### src/rtl/uart_tx_pkg.sv
// uart_tx_pkg: shared FSM encoding, parity-type constants and width default for the UART transmitter
package uart_tx_pkg;

    localparam int DATA_WIDTH_DEF = 8;

    localparam logic PAR_EVEN = 1'b0;
    localparam logic PAR_ODD  = 1'b1;

    typedef enum logic [2:0] {
        IDLE   = 3'd0,
        START  = 3'd1,
        DATA   = 3'd2,
        PARITY = 3'd3,
        STOP   = 3'd4
    } state_e;

endpackage

### src/rtl/uart_tx_serializer.sv
// uart_tx_serializer: holds the captured payload and the bit counter; presents the bit for the next line cycle
module uart_tx_serializer
    import uart_tx_pkg::*;
#(
    parameter int DATA_WIDTH = DATA_WIDTH_DEF
) (
    input  logic                  clk,
    input  logic                  rst,
    input  logic                  load,
    input  logic                  shift,
    input  logic [DATA_WIDTH-1:0] data_in,
    output logic                  ser_data,
    output logic                  ser_done,
    output logic [DATA_WIDTH-1:0] data_out
);

    localparam int CW = (DATA_WIDTH > 1) ? $clog2(DATA_WIDTH) : 1;

    logic [DATA_WIDTH-1:0] data_q, data_d;
    logic [CW-1:0]         cnt_q, cnt_d;

    assign ser_done = (cnt_q == CW'(DATA_WIDTH - 1));
    // The line register is loaded from the next state, so the bit offered is the one the counter moves to
    assign ser_data = data_q[cnt_d];
    assign data_out = data_q;

    // Load captures the payload and rewinds; each DATA cycle advances the counter, wrapping after the last bit
    always_comb begin
        data_d = load ? data_in : data_q;
        cnt_d  = load ? '0 : (shift ? (ser_done ? '0 : cnt_q + 1'b1) : cnt_q);
    end

    // Payload and counter registers, cleared asynchronously
    always_ff @(posedge clk or negedge rst) begin
        if (!rst) begin
            data_q <= '0;
            cnt_q  <= '0;
        end else begin
            data_q <= data_d;
            cnt_q  <= cnt_d;
        end
    end

endmodule

### src/rtl/uart_tx.sv
// uart_tx: framed serial transmitter (start, LSB-first data, optional parity, stop) with registered line and busy
module uart_tx
    import uart_tx_pkg::*;
#(
    parameter int DATA_WIDTH = DATA_WIDTH_DEF
) (
    input  logic                  clk,
    input  logic                  rst,
    input  logic [DATA_WIDTH-1:0] P_DATA,
    input  logic                  Data_Valid,
    input  logic                  PAR_EN,
    input  logic                  PAR_TYP,
    output logic                  TX_OUT,
    output logic                  Busy
);

    state_e                state_q, state_d;
    logic                  tx_q, tx_d;
    logic                  busy_q, busy_d;
    logic                  par_en_q, par_en_d;
    logic                  par_typ_q, par_typ_d;
    logic                  load, shift, ser_data, ser_done, parity;
    logic [DATA_WIDTH-1:0] data_reg;

    uart_tx_serializer #(.DATA_WIDTH(DATA_WIDTH)) u_ser (
        .clk      (clk),
        .rst      (rst),
        .load     (load),
        .shift    (shift),
        .data_in  (P_DATA),
        .ser_data (ser_data),
        .ser_done (ser_done),
        .data_out (data_reg)
    );

    assign shift  = (state_q == DATA);
    assign parity = (par_typ_q == PAR_EVEN) ? ^data_reg : ~^data_reg;
    assign TX_OUT = tx_q;
    assign Busy   = busy_q;

    // Next state plus line/busy values for the state being entered, so outputs line up with the state
    always_comb begin
        state_d   = state_q;
        load      = 1'b0;
        par_en_d  = par_en_q;
        par_typ_d = par_typ_q;
        case (state_q)
            IDLE: begin
                if (Data_Valid) begin
                    state_d   = START;
                    load      = 1'b1;
                    par_en_d  = PAR_EN;
                    par_typ_d = PAR_TYP;
                end
            end
            START:   state_d = DATA;
            DATA:    state_d = ser_done ? (par_en_q ? PARITY : STOP) : DATA;
            PARITY:  state_d = STOP;
            STOP:    state_d = IDLE;
            default: state_d = IDLE;
        endcase
        case (state_d)
            START:   tx_d = 1'b0;
            DATA:    tx_d = ser_data;
            PARITY:  tx_d = parity;
            default: tx_d = 1'b1;
        endcase
        busy_d = (state_d != IDLE);
    end

    // State and output registers; reset aborts any frame and idles the line high
    always_ff @(posedge clk or negedge rst) begin
        if (!rst) begin
            state_q   <= IDLE;
            tx_q      <= 1'b1;
            busy_q    <= 1'b0;
            par_en_q  <= 1'b0;
            par_typ_q <= 1'b0;
        end else begin
            state_q   <= state_d;
            tx_q      <= tx_d;
            busy_q    <= busy_d;
            par_en_q  <= par_en_d;
            par_typ_q <= par_typ_d;
        end
    end

endmodule

### config.mk
export PLATFORM = sky130hd
export DESIGN_NAME = uart_tx
export DESIGN_NICKNAME = d
export VERILOG_FILES = /design/src/rtl/uart_tx_pkg.sv /design/src/rtl/uart_tx_serializer.sv /design/src/rtl/uart_tx.sv
export SDC_FILE = /design/constraint.sdc
export NUM_CORES = 1
export LEC_CHECK = 0
export CORE_MARGIN = 4
export CORE_UTILIZATION = 50
export CTS_CLUSTER_DIAMETER = 120
export DETAILED_ROUTE_END_ITERATION = 8
export DONT_BUFFER_PORTS = 1
export GPL_TIMING_DRIVEN = 0
export SYNTH_ARGS = -nofsm -noshare
export SYNTH_HDL_FRONTEND = slang
export SYNTH_SLANG_ARGS = --single-unit
export TNS_END_PERCENT = 1
### constraint.sdc
create_clock -name clk -period 2.4 [get_ports clk]
set_input_delay 0.24 -clock clk [delete_from_list [all_inputs] [get_ports clk]]
set_output_delay 0.24 -clock clk [all_outputs]
set_load 0.05 [all_outputs]
==> flow_metrics.env, run 1 <==
export IMPL_status="complete, no violations"
export IMPL_cts_tree="done"
export IMPL_dpl_hpwl_um=1107
export IMPL_maxSlewViolCount=0
export IMPL_vias_per_cell=5.274
export IMPL_drc_errors=0
export IMPL_fmax_mhz=512.4
export IMPL_track_usage_pct=13.89
export IMPL_nNetsFinal=97
export IMPL_cts_num_sinks=18
export IMPL_start_util_pct=53.26
export IMPL_nFillCells=157
export IMPL_setup_ws_ns=0.4485
export IMPL_gp_congestion=0.7115
export IMPL_dieArea_mm2=0.002613
export IMPL_io_buffers=0
export IMPL_die_w_um=51.12
export IMPL_slew_headroom_pct=47.10
export IMPL_grt_pass1_wl_um=2622
export IMPL_worstMarginPinSlew_ns=0.7909
export IMPL_synthesis_area_um2=929.6
export IMPL_slowest_stage="dfrtp_1"
export IMPL_dr_total_vias=559
export IMPL_leakagePower_nw=0.4391
export IMPL_ys_seq_area_share_pct=48.59
export IMPL_syn_nets=91
export IMPL_fin_worst_skew_ns=0.007473
export IMPL_crit_fanout=5
export IMPL_pwr_share_comb_pct=49.4
export IMPL_syn_to_final_growth_pct=7.268
export IMPL_num_antenna_cells=0
export IMPL_grt_max_degree=19
export IMPL_clkPwrFrac_pct=9.7
export IMPL_crit_type="flip-flop to flip-flop"
export IMPL_seqPwrFrac_pct=40.9
export IMPL_wirelength_um=1406
export IMPL_yosysUniqueCellTypes=27
export IMPL_ioPinCount=15
export IMPL_grt_setup_unrepaired="false"
export IMPL_num_rows=15
export IMPL_ys_warn_count=0
export IMPL_syn_avg_cell_area_um2=12.23
export IMPL_clk_latency_ns=0.29
export IMPL_critPathMaxStageDelay_ns=0.42
export IMPL_ir_drop_v=0.0008971
export IMPL_p_int_uw=931.1
export IMPL_clk_pin_slew_ns=0.10
export IMPL_drtPass1Iterations=2
export IMPL_cts_max_level=1
export IMPL_synth_seq_cells=18
export IMPL_fp_coreArea_mm2=0.001745
export IMPL_drt_iter0_drc=4
export IMPL_cpMostUsedCell="ha_1"
export IMPL_ctsResizeCount=0
export IMPL_worst_hold_path_type="input port to flip-flop"
export IMPL_worstSetupStartpointType="flip-flop"
export IMPL_wl_per_cell_um=13.26
export IMPL_drive_gt1_share_pct=16.05
export IMPL_grt_ovfl_total=0
export IMPL_swShare_pct=40.54
export IMPL_final_antenna_net_count=0
export IMPL_hold_viol=0
export IMPL_grt_pass1_vias=616
export IMPL_cts_setup_buffers=0
export IMPL_cp_arrival_ns=2.17
export IMPL_root_buffer="clkbuf_4"
export IMPL_min_period_ns=1.952
export IMPL_clock_path_buffers=2
export IMPL_post_route_util_pct=57.13
export IMPL_dp_slack_ns=0.4276
export IMPL_cp_cell_sequence="ha_1, ha_1, nor2_1, a32oi_4, mux2i_1, o22ai_1, o31a_1"
export IMPL_setup_tns_ns=0
export IMPL_cts_inserted_buffers=3
export IMPL_p_per_area_mw_per_mm2=1570
export IMPL_required_ns=2.62
export IMPL_setup_viol=0
export IMPL_grt_antenna_before_repair=0
export IMPL_dieHeight_um=51.12
export IMPL_end_kind="flip-flop"
export IMPL_fin_crit_sh_pct=81.31
export IMPL_synth_cells=76
export IMPL_p_sw_uw=634.9
export IMPL_max_cap_violations=0
[worst paths after layout]
path	from	endpoint	slack, ns	depth (start not counted)
worst min register to register	par_typ_q$_DFFE_PN0P_	par_typ_q$_DFFE_PN0P_	0.53	1
worst max register to register	u_ser.cnt_q[0]$_DFF_PN0_	TX_OUT$_DFF_PN1_	0.45	7
min in group asynchronous	rst	state_q[2]$_DFF_PN0_	0.46	1
max in group asynchronous	rst	u_ser.cnt_q[1]$_DFF_PN0_	1.43	1
worst min-delay path	PAR_EN	par_en_q$_DFFE_PN0P_	0.06	2
worst max-delay path	u_ser.cnt_q[0]$_DFF_PN0_	TX_OUT$_DFF_PN1_	0.45	7
[registers in the layout (all words and copies together), names as in the netlist]
signal          flops
Busy                1
TX_OUT              1
par_en_q            1
par_typ_q           1
state_q             3
u_ser.cnt_q         3
u_ser.data_out      8
[cells in the final DEF, fill, tap and decap left out, types with 2 or more instances in the layout]
cell type	Yosys	final
mux2i_1	4	4
nand2_1	3	3
clkbuf_4	0	3
a21oi_1	4	4
nor2_1	6	6
buf_2	2	2
mux2_1	9	9
xnor2_1	7	7
ha_1	2	2
nor2b_1	2	2
nor3_1	2	2
inv_1	3	3
dfrtp_1	17	17
[per-layer routing]
metal / track usage (%) / part of all wire (%) / vias up
met5: 0 / 0 / -
met2: 21.67 / 46 / 12
met4: 8.072 / 2.1 / 0
met3: 4.082 / 4.4 / 4
li1: - / - / 280
met1: 16.88 / 47 / 263
[final cells by class]
class / instances / area (um2) / share of cell area (%)
Clock buffer: 4 / 26.28 / 2.635
Sequential cell: 18 / 451.7 / 45.29
Timing Repair Buffer: 1 / 10.01 / 1.004
Inverter: 3 / 11.26 / 1.129
Tap cell: 25 / 31.28 / 3.137
Buffer: 2 / 10.01 / 1.004
Multi-Input combinational cell: 53 / 456.7 / 45.80
[through the flow]
step	instances	hold slack [ns]	area [um2]	total power, mW
floorplan	76	-0.05559	929.6	1.305
global placement	101	-0.05519	960.9	1.408
detailed placement	101	-0.05515	960.9	1.423
CTS	106	0.05651	997.2	1.584
global route	106	0.03584	997.2	1.706
finish	106	0.06197	997.2	1.566
[cell families after synthesis]
group	synth area share, %
AO/OA/AOI/OAI	13.19
XOR/XNOR	7.537
adder cells (fa/ha/maj)	2.691
buffers and inverters	2.288
flip-flops	48.59
multiplexers	15.21
AND/OR/NAND/NOR	10.50
[power groups by stage]
stage                     clock, mW  sequential, mW  combinational, mW
final                         0.152           0.640              0.774
after floorplan                   0           0.621              0.685
after global placement            0           0.646              0.762
after detailed placement          0           0.651              0.772
after global routing          0.178           0.661              0.868
after CTS                     0.157           0.644              0.783
[synthesized netlist by cell type]
master / instances / area share [%]
dfrtp_1: 17 / 46
mux2_1: 9 / 11
xnor2_1: 7 / 6.6
nor2_1: 6 / 2.4
a21oi_1: 4 / 2.2
mux2i_1: 4 / 4.3
inv_1: 3 / 1.2
nand2_1: 3 / 1.2
buf_2: 2 / 1.1
ha_1: 2 / 2.7
nor2b_1: 2 / 1.3
nor3_1: 2 / 1.1
a31oi_1: 1 / 0.67
a32o_2: 1 / 1.2
a32oi_2: 1 / 1.8
a32oi_4: 1 / 3.0
dfstp_2: 1 / 2.8
nor2_4: 1 / 1.2
nor3b_1: 1 / 0.81
nor4b_2: 1 / 1.6
o21ai_1: 1 / 0.54
o21ai_2: 1 / 0.94
o22ai_1: 1 / 0.67
o31a_1: 1 / 0.94
o31ai_2: 1 / 1.3
or2b_1: 1 / 0.81
xor2_1: 1 / 0.94
[worst max-delay path, delay by kind of cell, from the launching register on]
kind                     cells  cell delay [ns]
flip-flops                   1             0.42
adder cells (fa/ha/maj)      2             0.39
AND/OR/NAND/NOR              1             0.09
AO/OA/AOI/OAI                3             0.73
multiplexers                 1             0.24
[timing repair]
| action | 4_1_cts | 5_1_grt |
|---|---|---|
| hold endpoints to repair | 18 | 0 |
| hold buffers | 1 | 0 |
| endpoints found under the setup margin | 0 | 0 |
No activity file was read; power rests on OpenSTA's default activity.
==> inputs of run 2 (changes only) <==
PLACE_DENSITY = 0.68   (was default)
clock period = 1.6 ns   (was 2.4 ns; I/O delays follow)
==> flow_metrics.env, run 2 (synthesis gave the netlist of run 1 again) <==
export IMPL_grt_ovfl_total=0
export IMPL_grt_setup_unrepaired="true"
export IMPL_wirelength_um=1729
export IMPL_post_route_util_pct=69.10
export IMPL_grt_max_degree=19
export IMPL_leakagePower_nw=0.5333
export IMPL_drt_iter0_drc=5
export IMPL_min_period_ns=1.715
export IMPL_die_w_um=51.12
export IMPL_worst_hold_path_type="input port to flip-flop"
export IMPL_dieArea_mm2=0.002613
export IMPL_worstMarginPinSlew_ns=0.7938
export IMPL_p_per_area_mw_per_mm2=2231
export IMPL_layout_common_cells="dfrtp_1, dlygate4sd3_1, xnor2_1, mux2_4, buf_4"
export IMPL_violations="negative setup slack"
export IMPL_clk_pin_slew_ns=0.09
export IMPL_io_buffers=0
export IMPL_cts_inserted_buffers=3
export IMPL_drive_gt1_share_pct=32.29
export IMPL_cp_arrival_ns=1.94
export IMPL_required_ns=1.82
export IMPL_critPathBufInv=0
export IMPL_drtPass1Iterations=4
export IMPL_critPathMaxStageDelay_ns=0.37
export IMPL_gp_congestion=0.7625
export IMPL_largest_reg_flops=8
export IMPL_status="finished, violations left"
export IMPL_slowest_stage="dfrtp_1"
export IMPL_drc_errors=0
export IMPL_cp_cell_sequence="ha_2, ha_4, nor2_2, a32oi_4, mux2i_1, o22ai_1, o31a_1"
export IMPL_clk_latency_ns=0.30
export IMPL_dr_total_vias=636
export IMPL_cts_num_sinks=18
export IMPL_setup_viol=8
export IMPL_wl_per_cell_um=14.29
export IMPL_hold_viol=0
export IMPL_slew_headroom_pct=46.91
export IMPL_vias_per_cell=5.256
export IMPL_grt_pass1_vias=692
export IMPL_maxSlewViolCount=0
export IMPL_worstSetupStartpointType="flip-flop"
export IMPL_syn_to_final_growth_pct=29.74
export IMPL_ir_drop_v=0.001328
export IMPL_root_buffer="clkbuf_4"
export IMPL_ioPinCount=15
export IMPL_nNetsFinal=112
export IMPL_crit_type="flip-flop to flip-flop"
export IMPL_grt_pass1_wl_um=2863
export IMPL_cts_tree="done"
export IMPL_dp_slack_ns=-0.2464
export IMPL_critPathTopFamily="compound AO/OA/AOI/OAI gates"
export IMPL_dieHeight_um=51.12
export IMPL_dpl_hpwl_um=1155
export IMPL_grt_antenna_before_repair=0
export IMPL_end_kind="flip-flop"
export IMPL_start_util_pct=53.26
export IMPL_final_common_cell="dfrtp_1"
export IMPL_track_usage_pct=15.02
export IMPL_fin_worst_skew_ns=0.01260
export IMPL_crit_fanout=5
export IMPL_setup_ws_ns=-0.1150
export IMPL_finalPower_mw=2.691
export IMPL_final_antenna_net_count=0
export IMPL_fin_crit_sh_pct=107.2
export IMPL_fp_coreArea_mm2=0.001745
export IMPL_num_antenna_cells=0
export IMPL_max_cap_violations=0
export IMPL_num_rows=15
export IMPL_clock_path_buffers=2
export IMPL_fmax_mhz=583.1
export IMPL_nFillCells=123
export IMPL_cts_max_level=1
run 2: metal layers:
layer	GRT usage, %	share of wire (%)	vias up
li1	-	-	310
met1	18.27	45	308
met2	25.11	49	13
met3	1.749	2.5	5
met4	9.417	2.7	0
met5	0	0	-
run 2: metrics by stage:
stage	instances	hold slack, ns	area, um2	setup TNS (ns)
after floorplan	76	-0.1356	947.2	-0.2134
after global placement	101	-0.1352	978.4	-1.502
after detailed placement	101	-0.1352	978.4	-1.718
after CTS	121	0.003510	1195	-0.1751
after global routing	121	0.0004547	1206	-0.6521
final	121	0.01259	1206	-0.2816
run 2: what timing repair did:
item,in CTS,in global routing
gates resized for setup,10,3
setup endpoints to repair,8,8
pin swaps,3,0
hold buffers,9,0
endpoints found under the hold margin,26,0
setup buffers,7,0
run 2: worst register-to-register path: stages, from the launching register on:
cell	delay (ns)
dfrtp_1	0.37
ha_2	0.19
ha_4	0.13
nor2_2	0.05
a32oi_4	0.27
mux2i_1	0.26
o22ai_1	0.09
o31a_1	0.28
run 2: cell type report:
class / count / area [um2] / share of cell area [%]
clock buffers: 4 / 26.28 / 2.178
inverters: 3 / 11.26 / 0.9336
flip-flops and latches: 18 / 454.2 / 37.66
plain buffers: 2 / 22.52 / 1.867
well taps: 25 / 31.28 / 2.593
repair buffers: 16 / 155.1 / 12.86
multi-input cells: 53 / 505.5 / 41.91
run 2: final timing paths:
kind / start / endpoint / slack (ns) / depth (start not counted)
worst max-delay path: u_ser.cnt_q[0]$_DFF_PN0_ / TX_OUT$_DFF_PN1_ / -0.12 / 7
worst min-delay path: P_DATA[3] / u_ser.data_out[3]$_DFFE_PN0P_ / 0.01 / 1
worst max register to register: u_ser.cnt_q[0]$_DFF_PN0_ / TX_OUT$_DFF_PN1_ / -0.12 / 7
worst min register to register: par_typ_q$_DFFE_PN0P_ / par_typ_q$_DFFE_PN0P_ / 0.54 / 1
max in group asynchronous: rst / state_q[2]$_DFF_PN0_ / 0.68 / 1
min in group asynchronous: rst / u_ser.data_out[7]$_DFFE_PN0P_ / 0.37 / 1
run 2: power breakdown:
part	switching (mW)	leakage [nW]	internal [mW]	total, mW
sequential	0.269	0.215	0.686	0.955
combinational	0.660	0.304	0.841	1.50
clock	0.137	0.0150	0.0972	0.235
